## src/rtl/mem_dump_tx_pkg.sv

```systemverilog
// mem_dump_tx_pkg
//   Shared definitions for the data-memory dump transmitter:
//   byte width, FSM state encoding, and default parameters.
//   The defaults match the data memory of the MIPS pipeline:
//   32-bit words and 32 words.
package mem_dump_tx_pkg;

  localparam int BYTE_SIZE             = 8;
  localparam int DEFAULT_IO_BUS_SIZE   = 32;
  localparam int DEFAULT_MEM_ADDR_SIZE = 5;

  typedef enum logic [1:0] {
    MEM_DUMP_IDLE = 2'd0,
    MEM_DUMP_SEND = 2'd1,
    MEM_DUMP_DONE = 2'd2
  } mem_dump_state_e;

endpackage

```

## src/rtl/mem_dump_tx.sv

```systemverilog
// mem_dump_tx
//   Debug-side reader for the data memory. A start request in IDLE
//   snapshots the flat memory debug bus. The block then streams every
//   word over a valid/ready byte interface, most-significant byte first.
//   This interface feeds the debug UART transmitter.
//
// Ports
//   i_clk        clock, rising edge
//   i_reset      synchronous, active-low reset
//   i_start      dump request, honoured only in IDLE
//   i_bus_debug  flat memory image; word k at [k*IO_BUS_SIZE +: IO_BUS_SIZE]
//   i_tx_ready   transmitter accepts a byte this cycle
//   o_tx_data    current byte (registered)
//   o_tx_valid   o_tx_data is valid
//   o_busy       high through SEND and DONE
//   o_done       one-cycle pulse after the final byte is accepted
//   o_word_idx   index of the word being sent
//
// Handshake: a byte transfers on every rising edge where o_tx_valid and
// i_tx_ready are both high. While o_tx_valid is high, o_tx_data and
// o_word_idx stay stable until that transfer. o_tx_valid never drops
// before the byte has been taken.
module mem_dump_tx
  import mem_dump_tx_pkg::*;
#(
  parameter int IO_BUS_SIZE   = DEFAULT_IO_BUS_SIZE,
  parameter int MEM_ADDR_SIZE = DEFAULT_MEM_ADDR_SIZE
) (
  input  logic                                        i_clk,
  input  logic                                        i_reset,
  input  logic                                        i_start,
  input  logic [(2**MEM_ADDR_SIZE)*IO_BUS_SIZE-1:0]   i_bus_debug,
  input  logic                                        i_tx_ready,
  output logic [BYTE_SIZE-1:0]                        o_tx_data,
  output logic                                        o_tx_valid,
  output logic                                        o_busy,
  output logic                                        o_done,
  output logic [MEM_ADDR_SIZE-1:0]                    o_word_idx
);

  localparam int WORD_COUNT     = 2**MEM_ADDR_SIZE;
  localparam int BYTES_PER_WORD = IO_BUS_SIZE / BYTE_SIZE;
  localparam int BYTE_CNT_W     = (BYTES_PER_WORD > 1) ? $clog2(BYTES_PER_WORD) : 1;
  localparam int BUS_W          = WORD_COUNT * IO_BUS_SIZE;
  localparam int OFF_W          = $clog2(BUS_W);

  // Bit offset of byte 'b' of word 'w' in the flat image. Byte 0 is the
  // most significant byte of the word.
  function automatic logic [OFF_W-1:0] byte_offset(
    input logic [MEM_ADDR_SIZE-1:0] w,
    input logic [BYTE_CNT_W-1:0]    b
  );
    int off;
    off = int'(w) * IO_BUS_SIZE + (BYTES_PER_WORD - 1 - int'(b)) * BYTE_SIZE;
    return OFF_W'(off);
  endfunction

  mem_dump_state_e              state_q,    state_d;
  logic [BUS_W-1:0]             snap_q,     snap_d;
  logic [MEM_ADDR_SIZE-1:0]     word_q,     word_d;
  logic [BYTE_CNT_W-1:0]        byte_q,     byte_d;
  logic [BYTE_SIZE-1:0]         tx_data_q,  tx_data_d;
  logic                         tx_valid_q, tx_valid_d;
  logic                         busy_q,     busy_d;
  logic                         done_q,     done_d;

  logic                         last_byte;
  logic                         last_word;
  logic [MEM_ADDR_SIZE-1:0]     word_nxt;
  logic [BYTE_CNT_W-1:0]        byte_nxt;

  always_comb begin
    last_byte = (byte_q == BYTE_CNT_W'(BYTES_PER_WORD - 1));
    last_word = (word_q == {MEM_ADDR_SIZE{1'b1}});
    if (last_byte) begin
      byte_nxt = '0;
      word_nxt = word_q + MEM_ADDR_SIZE'(1);
    end else begin
      byte_nxt = byte_q + BYTE_CNT_W'(1);
      word_nxt = word_q;
    end
  end

  always_comb begin
    state_d    = state_q;
    snap_d     = snap_q;
    word_d     = word_q;
    byte_d     = byte_q;
    tx_data_d  = tx_data_q;
    tx_valid_d = tx_valid_q;
    busy_d     = busy_q;
    done_d     = 1'b0;

    case (state_q)
      MEM_DUMP_IDLE: begin
        tx_valid_d = 1'b0;
        busy_d     = 1'b0;
        if (i_start) begin
          // The first byte comes straight from the bus. The snapshot is
          // loaded on the same edge, so the byte matches the snapshot.
          snap_d     = i_bus_debug;
          word_d     = '0;
          byte_d     = '0;
          tx_data_d  = i_bus_debug[byte_offset('0, '0) +: BYTE_SIZE];
          tx_valid_d = 1'b1;
          busy_d     = 1'b1;
          state_d    = MEM_DUMP_SEND;
        end
      end

      MEM_DUMP_SEND: begin
        if (i_tx_ready) begin
          if (last_byte && last_word) begin
            // Hold word_idx on the final word instead of wrapping it.
            tx_valid_d = 1'b0;
            done_d     = 1'b1;
            state_d    = MEM_DUMP_DONE;
          end else begin
            word_d    = word_nxt;
            byte_d    = byte_nxt;
            tx_data_d = snap_q[byte_offset(word_nxt, byte_nxt) +: BYTE_SIZE];
          end
        end
      end

      MEM_DUMP_DONE: begin
        tx_valid_d = 1'b0;
        busy_d     = 1'b0;
        state_d    = MEM_DUMP_IDLE;
      end

      default: begin
        tx_valid_d = 1'b0;
        busy_d     = 1'b0;
        state_d    = MEM_DUMP_IDLE;
      end
    endcase
  end

  always_ff @(posedge i_clk) begin
    if (!i_reset) begin
      state_q    <= MEM_DUMP_IDLE;
      snap_q     <= '0;
      word_q     <= '0;
      byte_q     <= '0;
      tx_data_q  <= '0;
      tx_valid_q <= 1'b0;
      busy_q     <= 1'b0;
      done_q     <= 1'b0;
    end else begin
      state_q    <= state_d;
      snap_q     <= snap_d;
      word_q     <= word_d;
      byte_q     <= byte_d;
      tx_data_q  <= tx_data_d;
      tx_valid_q <= tx_valid_d;
      busy_q     <= busy_d;
      done_q     <= done_d;
    end
  end

  assign o_tx_data  = tx_data_q;
  assign o_tx_valid = tx_valid_q;
  assign o_busy     = busy_q;
  assign o_done     = done_q;
  assign o_word_idx = word_q;

endmodule

```

## config.mk

```make
export PLATFORM = sky130hd
export DESIGN_NAME = mem_dump_tx
export DESIGN_NICKNAME = d
export VERILOG_FILES = /design/src/rtl/mem_dump_tx_pkg.sv /design/src/rtl/mem_dump_tx.sv
export SDC_FILE = /design/constraint.sdc
export NUM_CORES = 2
export LEC_CHECK = 0
export ABC_CLOCK_PERIOD_IN_PS = 2500
export CAP_MARGIN = 5
export CORE_ASPECT_RATIO = 0.7
export CORE_MARGIN = 1
export CORE_UTILIZATION = 30
export CTS_BUF_LIST = sky130_fd_sc_hd__clkbuf_4 sky130_fd_sc_hd__clkbuf_8
export CTS_CLUSTER_SIZE = 14
export DETAILED_ROUTE_END_ITERATION = 10
export HOLD_SLACK_MARGIN = 0.08
export MAX_ROUTING_LAYER = met4
export SLEW_MARGIN = 20
export SYNTH_ARGS = -nofsm -noshare
export SYNTH_HDL_FRONTEND = slang
export SYNTH_SLANG_ARGS = --single-unit
```

## constraint.sdc

```tcl
create_clock -name i_clk -period 2.5 [get_ports i_clk]
set_input_delay 0.25 -clock i_clk [delete_from_list [all_inputs] [get_ports i_clk]]
set_output_delay 0.25 -clock i_clk [all_outputs]
set_load 0.01 [all_outputs]
```

; ---- Word level (Yosys, flattened, before mapping)
; Index checks and enable logic that the tools add are counted.
[totals]
regBits = 1044
output_inout_bits = 16
wordCells = 52
[op_classes]
add_sub_neg = 4
n_eq_ne = 7
shifts = 1
mux = 24
reduce_logical = 8
[ops]
columns = op, n
row1 = 1024-bit by 11-bit indexed part select with 8-bit output, 1
row2 = 8-bit 2-to-1 mux, 3
row3 = 5-bit 2-to-1 mux, 4
row4 = 8-bit case mux with 2 select lines, 1
row5 = 2-bit 2-to-1 mux, 7
row6 = 10-bit by 6-bit adder with 10-bit output, 1
row7 = 5-bit case mux with 2 select lines, 1
row8 = "2-bit inequality test, second input constant", 4
row9 = 2-bit case mux with 2 select lines, 2
row10 = 3-bit AND reduction, 2
row11 = "5-bit by 1-bit adder with 5-bit output, second input constant", 1
row12 = "5-bit == test, second input constant", 1
row13 = 1-bit 2-to-1 mux, 4
row14 = 1-bit case mux with 2 select lines, 2
row15 = 2-bit AND reduction, 2
row16 = 4-bit AND reduction, 1
row17 = "2-bit by 2-bit subtractor with 3-bit output, first input constant", 1
row18 = "2-bit by 1-bit adder with 2-bit output, second input constant", 1
row19 = "2-bit by 1-bit == test with 1-bit output, second input constant", 1
row20 = "2-bit == test, second input constant", 1
row21 = 2-bit zero test, 1
row22 = 2-bit nonzero test, 1
row23 = 1-bit logical AND, 1

; ---- Logic depth before layout (Yosys ltp)
[depth]
depth_word = 8
depth_mapped = 13
depth_no_buf = 10

; ---- Least setup slack after synthesis
; Ideal clock, no wire load.
[synth_path]
path_kind = flip-flop to flip-flop
from = register byte_q[0]
to = register tx_data_q[4] (netlist: o_tx_data[4])
arrival_ps = 2319
setup_slack_ps = 56
stages_incl_launch_ff = 10
cell_sequence = dfxtp_1 > ha_1 > buf_4 > xor2_4 > mux4_1 > mux2_2 > o21ai_1 > a211oi_1 > a2111oi_2 > o2bb2ai_1
[synth_between]
elab_chain_len = 8
elab_cells_between_ends = 13
cone_classes = 3 x add/sub / 2 x eq/ne / 1 x shift / 5 x mux / 2 x reduce/logical
[synth_lines]
columns = item, line_no
row1 = start: declaration, mem_dump_tx.sv:61  ; logic [BYTE_CNT_W-1:0] byte_q, byte_d;
row2 = start signal: assignment, mem_dump_tx.sv:154  ; byte_q <= byte_d;
row3 = 2-bit by 1-bit adder with 2-bit output / 2-bit == test (equally long branches), "mem_dump_tx.sv:79, mem_dump_tx.sv:73"
row4 = 2-bit 2-to-1 mux, mem_dump_tx.sv:75  ; if (last_byte) begin
row5 = 2-bit by 2-bit subtractor with 3-bit output, mem_dump_tx.sv:54  ; off = int'(w) * IO_BUS_SIZE + (BYTES_PER_WORD - 1 - int'(b)) * BYTE_SIZE;
row6 = 10-bit by 6-bit adder with 10-bit output, mem_dump_tx.sv:54
row7 = 1024-bit by 11-bit indexed part select with 8-bit output, mem_dump_tx.sv:121  ; tx_data_d = snap_q[byte_offset(word_nxt, byte_nxt) +: BYTE_SIZE];
row8 = 8-bit 2-to-1 mux, mem_dump_tx.sv:113  ; if (last_byte && last_word) begin
row9 = 8-bit 2-to-1 mux, mem_dump_tx.sv:112  ; if (i_tx_ready) begin
row10 = 8-bit case mux with 2 select lines, mem_dump_tx.sv:94  ; case (state_q)
row11 = end signal: assignment, mem_dump_tx.sv:155  ; tx_data_q <= tx_data_d;
row12 = end: declaration, mem_dump_tx.sv:62  ; logic [BYTE_SIZE-1:0] tx_data_q, tx_data_d;
; Parallel ways exist; a longest one is shown, timed or not. The select of a mux whose other input is x is not followed.
; A chain may end at the register's enable or synchronous reset.

; ---- Worst setup path after layout
[layout_path]
from = register byte_q[0]
to = register tx_data_q[7] (netlist: o_tx_data[7])
; Same word-level chain as after synthesis.

==> summary.md <==
The largest total area in the synthesized netlist belongs to dfxtp_1. The floorplan die area is 150000 sq um. After synthesis, the largest area contributor takes up 47.0% of total cell area.

Counting tap cells, the placed design contains a total of 8392 instances. The finished cells cover 74600 sq um. Counting the fill cells in the layout gives 13100. The type of the worst min-delay path was primary input to register. The relative contribution of combinational cells to total power was 19.1%. The global-route wire length before repair is 322 mm, and the aggregate routed wire length is 227 mm.

In this run, synthesis inferred 0 flip-flops with an integrated enable. The finished layout holds 9771 standard cells, fillers aside. The tools report the share of the core filled with cells as 51.0%. The clock tree buffer depth is 3. The layout overhead on the synthesized area is 67.8%, and the average footprint of a synthesized cell is 8.18 sq um. After detailed routing, the average wire length per cell comes to 23.2 microns. Sorting the synthesized cells by area gives the leading types as dfxtp_1 (47%), nand2_1 (19%), a21oi_1 (11%).

During I/O placement, the number of pins put on the boundary was 1044. After detailed routing, the number of remaining DRC violations is 0. The largest clock skew in the final design was 0.0629 ns. STA classifies the critical path endpoint as a register.

Summing all flip-flop and latch instances after layout gives 20900 sq um. The insertion delay of the later-clocked pin in the worst-skew pair is 0.93 ns, and the switching power as a share of total power is 27.8%. The type of the setup path with the least slack is register to register.

In this run, synthesis produced a sequential element count of 1044. Synthesis instantiated 68 different standard cells from the library. The total net switching power is 12.0 mW, and the final period utilization is 112%. For the HPWL after detailed placement, the log shows 165 mm. STA puts the critical path data required time at 3.30 ns. Dividing total power by cell area gives a power density of 580 nW/um^2. The post-synthesis cell area was 44500 sq um; the peak supply drop was 0.549 mV. The biggest fanout along the worst timing path was 6; the clock transition time at the flip-flop clock pins of the worst setup and hold paths was 0.07 ns. Dividing the detail-routed via count by the number of cells gives 5.07.

In the final layout, the share of cells above drive strength 1 is 13.1%. Setup violations remaining at the end of the flow were counted as 8. The run finished, with violations left. For this block, the via count after detailed routing is 49500.

The final reports fail on setup timing. For the arrival time at the worst endpoint, the log shows 3.58 ns. At the pin with the least slew margin, the transition time is 0.704 ns.

The detailed router finished its first iteration with 4381 violations. The cell-internal power was 31.3 mW. The run gives 42.2% as the proportion of power drawn by flip-flops and latches. Counting every sink on the clock net gives 1044. The hold violation total from the final report was 0; the die width was 462 microns. In this run the remaining antenna-violating nets after routing total 0. The number of levels in the clock H-tree was 4; the max-cap check violation count was 0. TritonCTS built the clock tree. The initial core utilization was 30.4%. Source of the worst register-to-register timing path: byte_q[0]. The most used flip-flop cell after synthesis is dfxtp_1. The logs give 22000 sq um for the multi-input combinational cell area and 359 MHz for the maximum achievable frequency. The run gives 35 as the initial antenna violation count. The tools report the pin count of the biggest net entering global routing as 103.

The post-synthesis async set-or-reset flop share is 0%. The run gives 0 as the final global-route overflow total. Measured against its own limit, the worst slew margin works out to 53.1%.

Launch point of the worst path: byte_q[0]. Setup repair after global routing could not meet its margin everywhere. The instance count of the mapped netlist is 5436, and the leakage component of the power is 28.0 nW.

Global routing consumed, over all layers together, 30.1% of the routing resources. The region available for standard cell placement spans 146000 sq um. STA classifies the critical path startpoint as a register. Per report_power, the clock group accounts for 38.7% of the total. The worst register-to-register path has a setup slack of -0.29 ns. The synthesized net count was 6467; the final-report max-slew violation count was 0.

Clock tree synthesis selected as its root buffer the cell clkbuf_8. Port buffering added 1043 buffers. At the placement stage, the worst setup path has a slack of -0.685 ns. In this run the critical register-to-register path is captured at o_tx_data[7]. The logs give 8671 for the post-layout net count and 59900 sq um for the post-placement cell area. The final worst setup slack was -0.288 ns; the post-layout minimum cycle time was 2.79 ns. The pre-antenna-repair detailed-routing pass consisted of 5 iterations.

The number of cells on the worst reg-to-reg path is 11. The die height was 324 microns. The number of warnings reported in the yosys synthesis log was 0; the number of CTS-inserted buffers was 167.

Via count of the first global-routing pass: 49800. The sequential area share after synthesis was 47.0%. The tools report the end point of the critical path as o_tx_data[7]. The congestion estimate from routability-driven global placement came to 0.933. The run gives 117 as the standard-cell row count.
## state kept, by name, summed over array words and instances (netlist names)
signal	flops
state_q	2
o_busy	1
o_done	1
o_tx_data	8
byte_q	2
o_tx_valid	1
snap_q	1024
o_word_idx	5
## synth_stat cells, types with 4 or more instances
cell type  number
a41oi_1         4
o22ai_1         5
a221oi_1        4
buf_4          28
buf_2          35
a22oi_1         9
nor3_1          5
nor2b_1        18
nand4_1        15
a2111oi_0       5
nand2_1      2271
a21oi_1      1011
mux4_2        214
buf_1          28
o211ai_1        8
clkbuf_1      351
a32o_1          4
and3_1          4
mux2i_1        58
a311oi_1        9
inv_1           5
o21ai_0        38
dfxtp_1      1044
a32oi_1        17
a211oi_1       11
mux2_2         14
a31oi_1        16
buf_6          11
nand3_1        56
and2_1          5
a21boi_0       51
nor2_1         28
## worst max-delay path, cell delays in order (launching register included)
cell and delay, ns:
dfxtp_4 0.39, ha_4 0.19, xor2_4 0.21, buf_12 0.18, buf_12 0.13, buf_12 0.10, mux4_2 0.50, o21ai_0 0.21
buf_4 0.17, o22ai_1 0.08, nor3_2 0.33, a41oi_2 0.14
## repair_timing
item                                    in CTS  in global routing
pin swaps                                   18                 10
endpoints found under the setup margin      11                  8
setup buffers                               16                  4
hold endpoints to repair                  1032                  0
gates cloned                                 5                  0
hold buffers                              1023                  0
gates resized for setup                     74                 10
## per-stage QoR
step | setup TNS [ns] | power [mW] | hold WS (ns)
after global routing | -2.34 | 44.9 | 0.118
after global placement | -3.65 | 25.2 | 0.438
final | -1.87 | 43.3 | 0.165
after detailed placement | -3.99 | 25.3 | 0.444
after CTS | -1.58 | 43.4 | 0.116
after floorplan | 0 | 21.3 | 0.386
## layout by cell type, fill, tap and decap left out, types with 9 or more instances in the layout
cell type        instances
buf_4                  297
diode_2                 35
nand2_1               2268
clkbuf_8               212
o21ai_0                 31
clkbuf_4                45
nor2_1                  25
nor2b_1                 17
dfxtp_1               1042
mux4_2                 216
a32oi_1                 17
a211oi_1                 9
clkdlybuf4s50_1       1039
mux2_2                  13
buf_12                 106
nand3_1                 52
buf_6                   10
nand4_1                 15
mux2i_1                 50
a31oi_1                 15
a21boi_0                51
dlygate4sd3_1         1023
a21oi_1               1007
clkinv_2                22
## routing by layer
layer  global-route usage [%]  wire, microns  vias up
met5                        -              0        -
met1                     36.8          94600    24100
li1                         -              -    22800
met4                     15.0          11600        0
met3                     4.73          14200      546
met2                     48.1         106000     2123
## how the worst min path moves through the flow
stage / from / endpoint / slack [ns] / cells after the start
2_1_floorplan: i_bus_debug[0] / snap_q[0] / 0.39 / 2
3_3_place_gp: snap_q[670] / snap_q[670] / 0.44 / 2
3_5_place_dp: snap_q[839] / snap_q[839] / 0.44 / 2
4_1_cts: i_bus_debug[43] / snap_q[43] / 0.12 / 3
5_1_grt: i_bus_debug[43] / snap_q[43] / 0.12 / 3
6_report: i_bus_debug[43] / snap_q[43] / 0.17 / 3
## cells by family after synthesis
group	synth area share (%)
simple gates	21.0
compound gates	14.8
flops	47.0
buf+inv	4.39
mux	12.6
xor+xnor	0.138
fa+ha+maj	0.0844
## power groups by stage
stage                     Combinational [mW]  Clock, mW  Sequential (mW)
final                                   8.26       16.8             18.3
after CTS                               8.16       17.0             18.3
after floorplan                         2.92          0             18.4
after detailed placement                6.68          0             18.6
after global placement                  6.63          0             18.6
after global routing                    8.76       17.7             18.4
## cell type report
| cell class | count | share of cell area, % |
|---|---|---|
| multi-input combinational | 3933 | 29.5 |
| inverter | 6 | 0.0402 |
| antenna | 35 | 0.117 |
| tap | 1963 | 3.29 |
| clock buffer | 257 | 4.36 |
| sequential | 1044 | 28.0 |
| timing repair buffer | 2488 | 34.0 |
| clock inverter | 45 | 0.686 |
No activity file was read; power rests on OpenSTA's default activity.
